--- config.mk ---
export PLATFORM = sky130hd
export DESIGN_NAME = store_unit_flat
export DESIGN_NICKNAME = d
export VERILOG_FILES = /design/src/rtl/store_pkg.sv /design/src/rtl/store_unit_if.sv /design/src/rtl/store_aligner.sv /design/src/rtl/store_unit.sv /design/src/flat_wrapper.sv
export SDC_FILE = /design/constraint.sdc
export NUM_CORES = 1
export LEC_CHECK = 0
export ABC_CLOCK_PERIOD_IN_PS = 2000
export CAP_MARGIN = 10
export CORE_MARGIN = 4
export CORE_UTILIZATION = 43
export DETAILED_ROUTE_END_ITERATION = 10
export GPL_TIMING_DRIVEN = 0
export PLACE_DENSITY = 0.81
export SLEW_MARGIN = 20
export SYNTH_ARGS = -nofsm -noshare
export SYNTH_HDL_FRONTEND = slang
export SYNTH_SLANG_ARGS = --single-unit
export TNS_END_PERCENT = 20
--- constraint.sdc ---
create_clock -name clk -period 2 [get_ports clk]
set_clock_uncertainty 0.1 [all_clocks]
set_input_delay 0.3 -clock clk [delete_from_list [all_inputs] [get_ports clk]]
set_output_delay 0.3 -clock clk [all_outputs]
set_load 0.05 [all_outputs]
--- src/rtl/store_pkg.sv ---
// rtl/store_pkg.sv - shared codes and state encoding for the store path
package store_pkg;

  localparam logic [2:0] SB = 3'd0;
  localparam logic [2:0] SH = 3'd1;
  localparam logic [2:0] SW = 3'd2;

  typedef enum logic [1:0] {
    CAUSE_NONE     = 2'd0,
    CAUSE_MISALIGN = 2'd1,
    CAUSE_ILLEGAL  = 2'd2,
    CAUSE_TIMEOUT  = 2'd3
  } cause_e;

  typedef enum logic {
    IDLE = 1'b0,
    BUS  = 1'b1
  } state_e;

endpackage

--- src/rtl/store_unit_if.sv ---
// rtl/store_unit_if.sv - pipeline store handshake and bus write signals
interface store_unit_if;

  logic        st_valid;
  logic        st_ready;
  logic [31:0] st_addr;
  logic [31:0] st_data;
  logic [2:0]  StoreSel;
  logic        st_done;
  logic        st_fault;
  logic [1:0]  st_fault_cause;
  logic        mem_req;
  logic [31:0] mem_addr;
  logic [31:0] mem_wdata;
  logic [3:0]  mem_wstrb;
  logic        mem_ack;

  modport slave (
    input  st_valid, st_addr, st_data, StoreSel, mem_ack,
    output st_ready, st_done, st_fault, st_fault_cause,
           mem_req, mem_addr, mem_wdata, mem_wstrb
  );

  modport master (
    output st_valid, st_addr, st_data, StoreSel, mem_ack,
    input  st_ready, st_done, st_fault, st_fault_cause,
           mem_req, mem_addr, mem_wdata, mem_wstrb
  );

endinterface

--- src/rtl/store_aligner.sv ---
// rtl/store_aligner.sv - lane replication, byte strobes and legality flags for one store
module store_aligner
  import store_pkg::*;
(
  input  logic [1:0]  addr_lo,
  input  logic [31:0] data,
  input  logic [2:0]  sel,
  output logic [31:0] wdata,
  output logic [3:0]  wstrb,
  output logic        misaligned,
  output logic        illegal
);

  always_comb begin
    wdata      = data;
    wstrb      = 4'b0000;
    misaligned = 1'b0;
    illegal    = 1'b0;
    case (sel)
      SB: begin
        wdata = {4{data[7:0]}};
        wstrb = 4'b0001 << addr_lo;
      end
      SH: begin
        wdata      = {2{data[15:0]}};
        wstrb      = addr_lo[1] ? 4'b1100 : 4'b0011;
        misaligned = addr_lo[0];
      end
      SW: begin
        wstrb      = 4'b1111;
        misaligned = |addr_lo;
      end
      default: illegal = 1'b1;
    endcase
  end

endmodule

--- src/rtl/store_unit.sv ---
// rtl/store_unit.sv - accepts pipeline stores and drives one word-aligned bus write each
module store_unit
  import store_pkg::*;
#(
  parameter int unsigned TIMEOUT_CYCLES = 255
) (
  input logic         clk,
  input logic         rst_n,
  store_unit_if.slave bus
);

  localparam int unsigned     CNT_W    = (TIMEOUT_CYCLES > 1) ? $clog2(TIMEOUT_CYCLES) : 1;
  localparam logic [CNT_W-1:0] CNT_LAST = CNT_W'(TIMEOUT_CYCLES - 1);

  state_e            state_q, state_d;
  logic [CNT_W-1:0]  cnt_q, cnt_d;
  logic [31:0]       addr_q, addr_d;
  logic [31:0]       wdata_q, wdata_d;
  logic [3:0]        wstrb_q, wstrb_d;
  logic              done_q, done_d;
  logic              fault_q, fault_d;
  cause_e            cause_q, cause_d;
  logic              ready_q, ready_d;

  logic [31:0]       al_wdata;
  logic [3:0]        al_wstrb;
  logic              al_misaligned;
  logic              al_illegal;
  logic              accept;
  logic              timeout;

  store_aligner u_aligner (
    .addr_lo    (bus.st_addr[1:0]),
    .data       (bus.st_data),
    .sel        (bus.StoreSel),
    .wdata      (al_wdata),
    .wstrb      (al_wstrb),
    .misaligned (al_misaligned),
    .illegal    (al_illegal)
  );

  assign accept  = bus.st_valid & ready_q;
  assign timeout = (cnt_q == CNT_LAST);

  always_ff @(posedge clk) begin
    if (!rst_n) state_q <= IDLE;
    else        state_q <= state_d;
  end

  always_comb begin
    state_d = state_q;
    case (state_q)
      IDLE: if (accept && !al_misaligned && !al_illegal) state_d = BUS;
      BUS:  if (bus.mem_ack || timeout) state_d = IDLE;
      default: state_d = IDLE;
    endcase
  end

  // ack on the timeout cycle is checked first, so it wins over the fault
  always_comb begin
    cnt_d   = cnt_q;
    addr_d  = addr_q;
    wdata_d = wdata_q;
    wstrb_d = wstrb_q;
    done_d  = 1'b0;
    fault_d = 1'b0;
    cause_d = CAUSE_NONE;
    ready_d = (state_d == IDLE);
    case (state_q)
      IDLE: begin
        if (accept) begin
          if (al_illegal) begin
            fault_d = 1'b1;
            cause_d = CAUSE_ILLEGAL;
          end else if (al_misaligned) begin
            fault_d = 1'b1;
            cause_d = CAUSE_MISALIGN;
          end else begin
            addr_d  = {bus.st_addr[31:2], 2'b00};
            wdata_d = al_wdata;
            wstrb_d = al_wstrb;
            cnt_d   = '0;
          end
        end
      end
      BUS: begin
        if (bus.mem_ack) begin
          done_d = 1'b1;
        end else if (timeout) begin
          fault_d = 1'b1;
          cause_d = CAUSE_TIMEOUT;
        end else begin
          cnt_d = cnt_q + CNT_W'(1);
        end
      end
      default: ;
    endcase
  end

  always_ff @(posedge clk) begin
    if (!rst_n) begin
      cnt_q   <= '0;
      addr_q  <= '0;
      wdata_q <= '0;
      wstrb_q <= '0;
      done_q  <= 1'b0;
      fault_q <= 1'b0;
      cause_q <= CAUSE_NONE;
      ready_q <= 1'b0;
    end else begin
      cnt_q   <= cnt_d;
      addr_q  <= addr_d;
      wdata_q <= wdata_d;
      wstrb_q <= wstrb_d;
      done_q  <= done_d;
      fault_q <= fault_d;
      cause_q <= cause_d;
      ready_q <= ready_d;
    end
  end

  assign bus.st_ready       = ready_q;
  assign bus.st_done        = done_q;
  assign bus.st_fault       = fault_q;
  assign bus.st_fault_cause = cause_q;
  assign bus.mem_req        = (state_q == BUS);
  assign bus.mem_addr       = addr_q;
  assign bus.mem_wdata      = wdata_q;
  assign bus.mem_wstrb      = wstrb_q;

endmodule

--- src/flat_wrapper.sv ---
// flat-port wrapper written by rule: the top's interface ports become plain ports
module store_unit_flat import store_pkg::*;
#(
  parameter int unsigned TIMEOUT_CYCLES = 255
)
  (clk, rst_n, bus_st_valid, bus_st_addr, bus_st_data, bus_StoreSel, bus_mem_ack, bus_st_ready, bus_st_done, bus_st_fault, bus_st_fault_cause, bus_mem_req, bus_mem_addr, bus_mem_wdata, bus_mem_wstrb);
  store_unit_if bus_i ();
  input logic clk;
  input logic rst_n;
  input wire logic [$bits(bus_i.st_valid)-1:0] bus_st_valid;
  input wire logic [$bits(bus_i.st_addr)-1:0] bus_st_addr;
  input wire logic [$bits(bus_i.st_data)-1:0] bus_st_data;
  input wire logic [$bits(bus_i.StoreSel)-1:0] bus_StoreSel;
  input wire logic [$bits(bus_i.mem_ack)-1:0] bus_mem_ack;
  output wire logic [$bits(bus_i.st_ready)-1:0] bus_st_ready;
  output wire logic [$bits(bus_i.st_done)-1:0] bus_st_done;
  output wire logic [$bits(bus_i.st_fault)-1:0] bus_st_fault;
  output wire logic [$bits(bus_i.st_fault_cause)-1:0] bus_st_fault_cause;
  output wire logic [$bits(bus_i.mem_req)-1:0] bus_mem_req;
  output wire logic [$bits(bus_i.mem_addr)-1:0] bus_mem_addr;
  output wire logic [$bits(bus_i.mem_wdata)-1:0] bus_mem_wdata;
  output wire logic [$bits(bus_i.mem_wstrb)-1:0] bus_mem_wstrb;
  assign bus_i.st_valid = bus_st_valid;
  assign bus_i.st_addr = bus_st_addr;
  assign bus_i.st_data = bus_st_data;
  assign bus_i.StoreSel = bus_StoreSel;
  assign bus_i.mem_ack = bus_mem_ack;
  assign bus_st_ready = bus_i.st_ready;
  assign bus_st_done = bus_i.st_done;
  assign bus_st_fault = bus_i.st_fault;
  assign bus_st_fault_cause = bus_i.st_fault_cause;
  assign bus_mem_req = bus_i.mem_req;
  assign bus_mem_addr = bus_i.mem_addr;
  assign bus_mem_wdata = bus_i.mem_wdata;
  assign bus_mem_wstrb = bus_i.mem_wstrb;
  store_unit #(.TIMEOUT_CYCLES(TIMEOUT_CYCLES)) u_core (.clk(clk), .rst_n(rst_n), .bus(bus_i));
endmodule
==> results.tsv <==
metric	value	unit
cts repair resizes	1	
crit path capture type	output port	
pins over their slew limit	0	
row cnt	32	
Slowest Stage Delay on Critical Path	0.85	ns
clk sinks	80	
Final HPWL DP	7920	µm
status	finished, final reports clean	
RSZ-0062 raised after global routing	true	
Worst R2R Setup Slack	0.08	ns
DIE HEIGHT	97.9	µm
Final #Nets	635	
grt ovf	0	
Clock H-tree levels	3	
Leak	2.04	nW
maxcap violations	0	
DRT Wirelength	10100	µm
fraction of registers with async set/reset	0	
Synth Instances	411	
Synth Flop Type	dfxtp_1	
FF+latch count, synth	80	
clock latency on the worst-skew pair	0.35	ns
routed vias/inst	5.09	
Rel. slew slack	0.617	
Fmax	518	MHz
DRT antenna net count	0	
leading area contributor after synthesis	dfxtp_1	
Post-CTS Setup Repair Bufs	0	
Setup CP Type	reg2out	
Num CTS Buffers	9	
CTS tree	built	
Reg clk slew, reported paths	0.08	ns
critical-path cell list	clkdlybuf4s50_1	
critical path depth in cells	1	
hold crit path type	in2reg	
Starting DRT DRC Count	133	
FF-to-FF End	u_core.bus.mem_addr[22]$_SDFFE_PN0P_	
syn_area_per_cell	8.46	µm²
PwrDens	648	nW/µm²
Required @ worst endpoint	1.60	ns
Final Total Pwr	0.00338	W
critical path's slowest cell	clkdlybuf4s50_1	
largest net degree at the start of global routing	14	
fin area	5210	µm²
routed via count	3404	
Setup violations, final	0	
Die W	97.9	µm
Root Driver	clkbuf_8	
post-place instance area	5000	µm²
Hold Violations, Final	0	
initial core utilization	0.445	
fin crit period	1.93	ns
Post-Syn Area	3480	µm²
number of flops mapped to enable cells by yosys	0	
sequential element share of the synthesized area	0.461	
critical path's top delay family	buffers and inverters	
Worst Path Arrival	1.53	ns
startpoint types	register	
Ports	145	
layout cells sized above 1	0.0617	
cts hold-fix bufs	0	
Worst R2R Path Depth	6	
CORE AREA	7810	µm²
crit path to	bus_mem_wdata[26]	
clock buffer depth	2	
antenna cells	0	
TritonRoute pass-1 iters	4	
VDD IR max	370	µV
share of the synthesized area in the top cell type	0.461	
Worst Tran Pin Value	0.572	ns
number of remaining DRC errors	0	
first-pass GRT wire length	16300	µm
All-Layer GR Usage	0.207	
Tcrit/Tclk final	0.966	
vias in the first global route	3394	
WP buf/inv	1	
Port Buffers	139	
Die Area	9590	µm²
YS warnings	0	
gp weighted congestion	0.875	
FF-to-FF Start	u_core.bus.mem_req$_SDFF_PN0_	
initial antenna violation count	0	
drt wl/cell	15.1	µm
CP Launch Point	u_core.bus.mem_wdata[26]$_SDFFE_PN0P_	
Synth-to-Final Area Change	49.9	%
Yosys cell types	36	
CP Max Fanout	2	
largest cells by area after synthesis	dfxtp_1 (46%), nand2_1 (13%), a21boi_1 (11%)	
[kinds of logic after synthesis]
family	share of synthesized area
AND/OR/NAND/NOR	0.205
AO/OA/AOI/OAI	0.231
flip-flops	0.461
buffers and inverters	0.0471
multiplexers	0.0461
adder cells (fa/ha/maj)	0.00720
other	0.00108
XOR/XNOR	0.00252
[per-layer routing]
layer	track usage	routed length, µm	vias to the layer above
met5	0	0	-
met4	0.0703	180	0
met3	0.0579	819	16
met2	0.346	4760	122
met1	0.258	4380	1558
li1	-	-	1708
[sequential cells by signal, indices dropped and copies added, names as in the netlist]
signal	cells
u_core.bus.mem_addr	30
u_core.bus.mem_req	1
u_core.bus.mem_wdata	32
u_core.bus.mem_wstrb	4
u_core.bus.st_done	1
u_core.bus.st_fault	1
u_core.bus.st_fault_cause	2
u_core.bus.st_ready	1
u_core.cnt_q	8
[worst min path at each step]
stage,from,endpoint,cells after the start
floorplan,u_core.cnt_q[7]$_SDFFE_PN0P_,u_core.cnt_q[7]$_SDFFE_PN0P_,1
global placement,u_core.bus.mem_addr[25]$_SDFFE_PN0P_,u_core.bus.mem_addr[25]$_SDFFE_PN0P_,2
detailed placement,u_core.bus.mem_addr[19]$_SDFFE_PN0P_,u_core.bus.mem_addr[19]$_SDFFE_PN0P_,2
CTS,rst_n,u_core.bus.mem_addr[27]$_SDFFE_PN0P_,2
global route,rst_n,u_core.bus.mem_addr[27]$_SDFFE_PN0P_,2
finish,rst_n,u_core.bus.mem_addr[27]$_SDFFE_PN0P_,2
[layout by cell type (no fill, tap or decap), types with 3 or more instances in the layout]
master	instances
mux2i_1	16
o21ai_1	3
nand2_1	122
o211ai_1	10
a31oi_1	3
nor3_1	5
clkbuf_8	10
nor2_1	7
clkdlybuf4s50_1	138
dfxtp_1	80
clkbuf_2	3
o211a_1	16
buf_2	11
o21ai_0	15
a21oi_1	3
clkbuf_1	16
nand3_1	15
o22ai_1	3
inv_1	3
nor2b_1	3
a21boi_1	50
and3_1	3
buf_4	4
[worst register-to-register path, cell delays in order, from the launching register on]
cell and delay [ns]:
dfxtp_1 0.33, buf_2 0.19, and4bb_1 0.26, nand3_1 0.31, clkbuf_1 0.40, nand2_1 0.10
a21boi_1 0.16
[power breakdown]
part           internal [W]  leakage (nW)  switching, W
registers           0.00162         0.647     0.0000176
logic              0.000248          1.29      0.000291
clock network      0.000609        0.0993      0.000589
total               0.00248          2.04      0.000897
[stage by stage]
stage                     TNS [ns]  worst slack (ns)  hold slack [ns]   util  std cells
final                            0            0.0689            0.246  0.667        669
after global routing        -0.925           -0.0783            0.271  0.667        669
after CTS                        0            0.0320            0.243  0.667        669
after detailed placement    -18.52            -0.425            0.346  0.640        653
after global placement      -17.99            -0.399            0.341  0.640        653
after floorplan                  0            0.0573            0.331      -        412
[Yosys cell counts (all sizes together) (2+ instances only)]
| master | number |
|---|---|
| a21boi | 50 |
| a21oi | 4 |
| a31oi | 3 |
| and3 | 3 |
| buf | 15 |
| clkbuf | 18 |
| dfxtp | 80 |
| ha | 2 |
| inv | 3 |
| mux2i | 16 |
| nand2 | 122 |
| nand2b | 2 |
| nand3 | 15 |
| nand3b | 2 |
| nand4 | 2 |
| nor2 | 7 |
| nor2b | 3 |
| nor3 | 6 |
| o211a | 16 |
| o211ai | 10 |
| o21a | 2 |
| o21ai | 18 |
| o22ai | 3 |
[cell type report]
class / instances / area, µm²
inverters: 3 / 11.3
multi-input cells: 296 / 1720
plain buffers: 33 / 156
flip-flops and latches: 80 / 1600
well taps: 102 / 128
clock buffers: 11 / 141
clock inverters: 5 / 56.3
fillers: 687 / 2600
repair buffers: 139 / 1390
(Power assumes the default switching activity.)
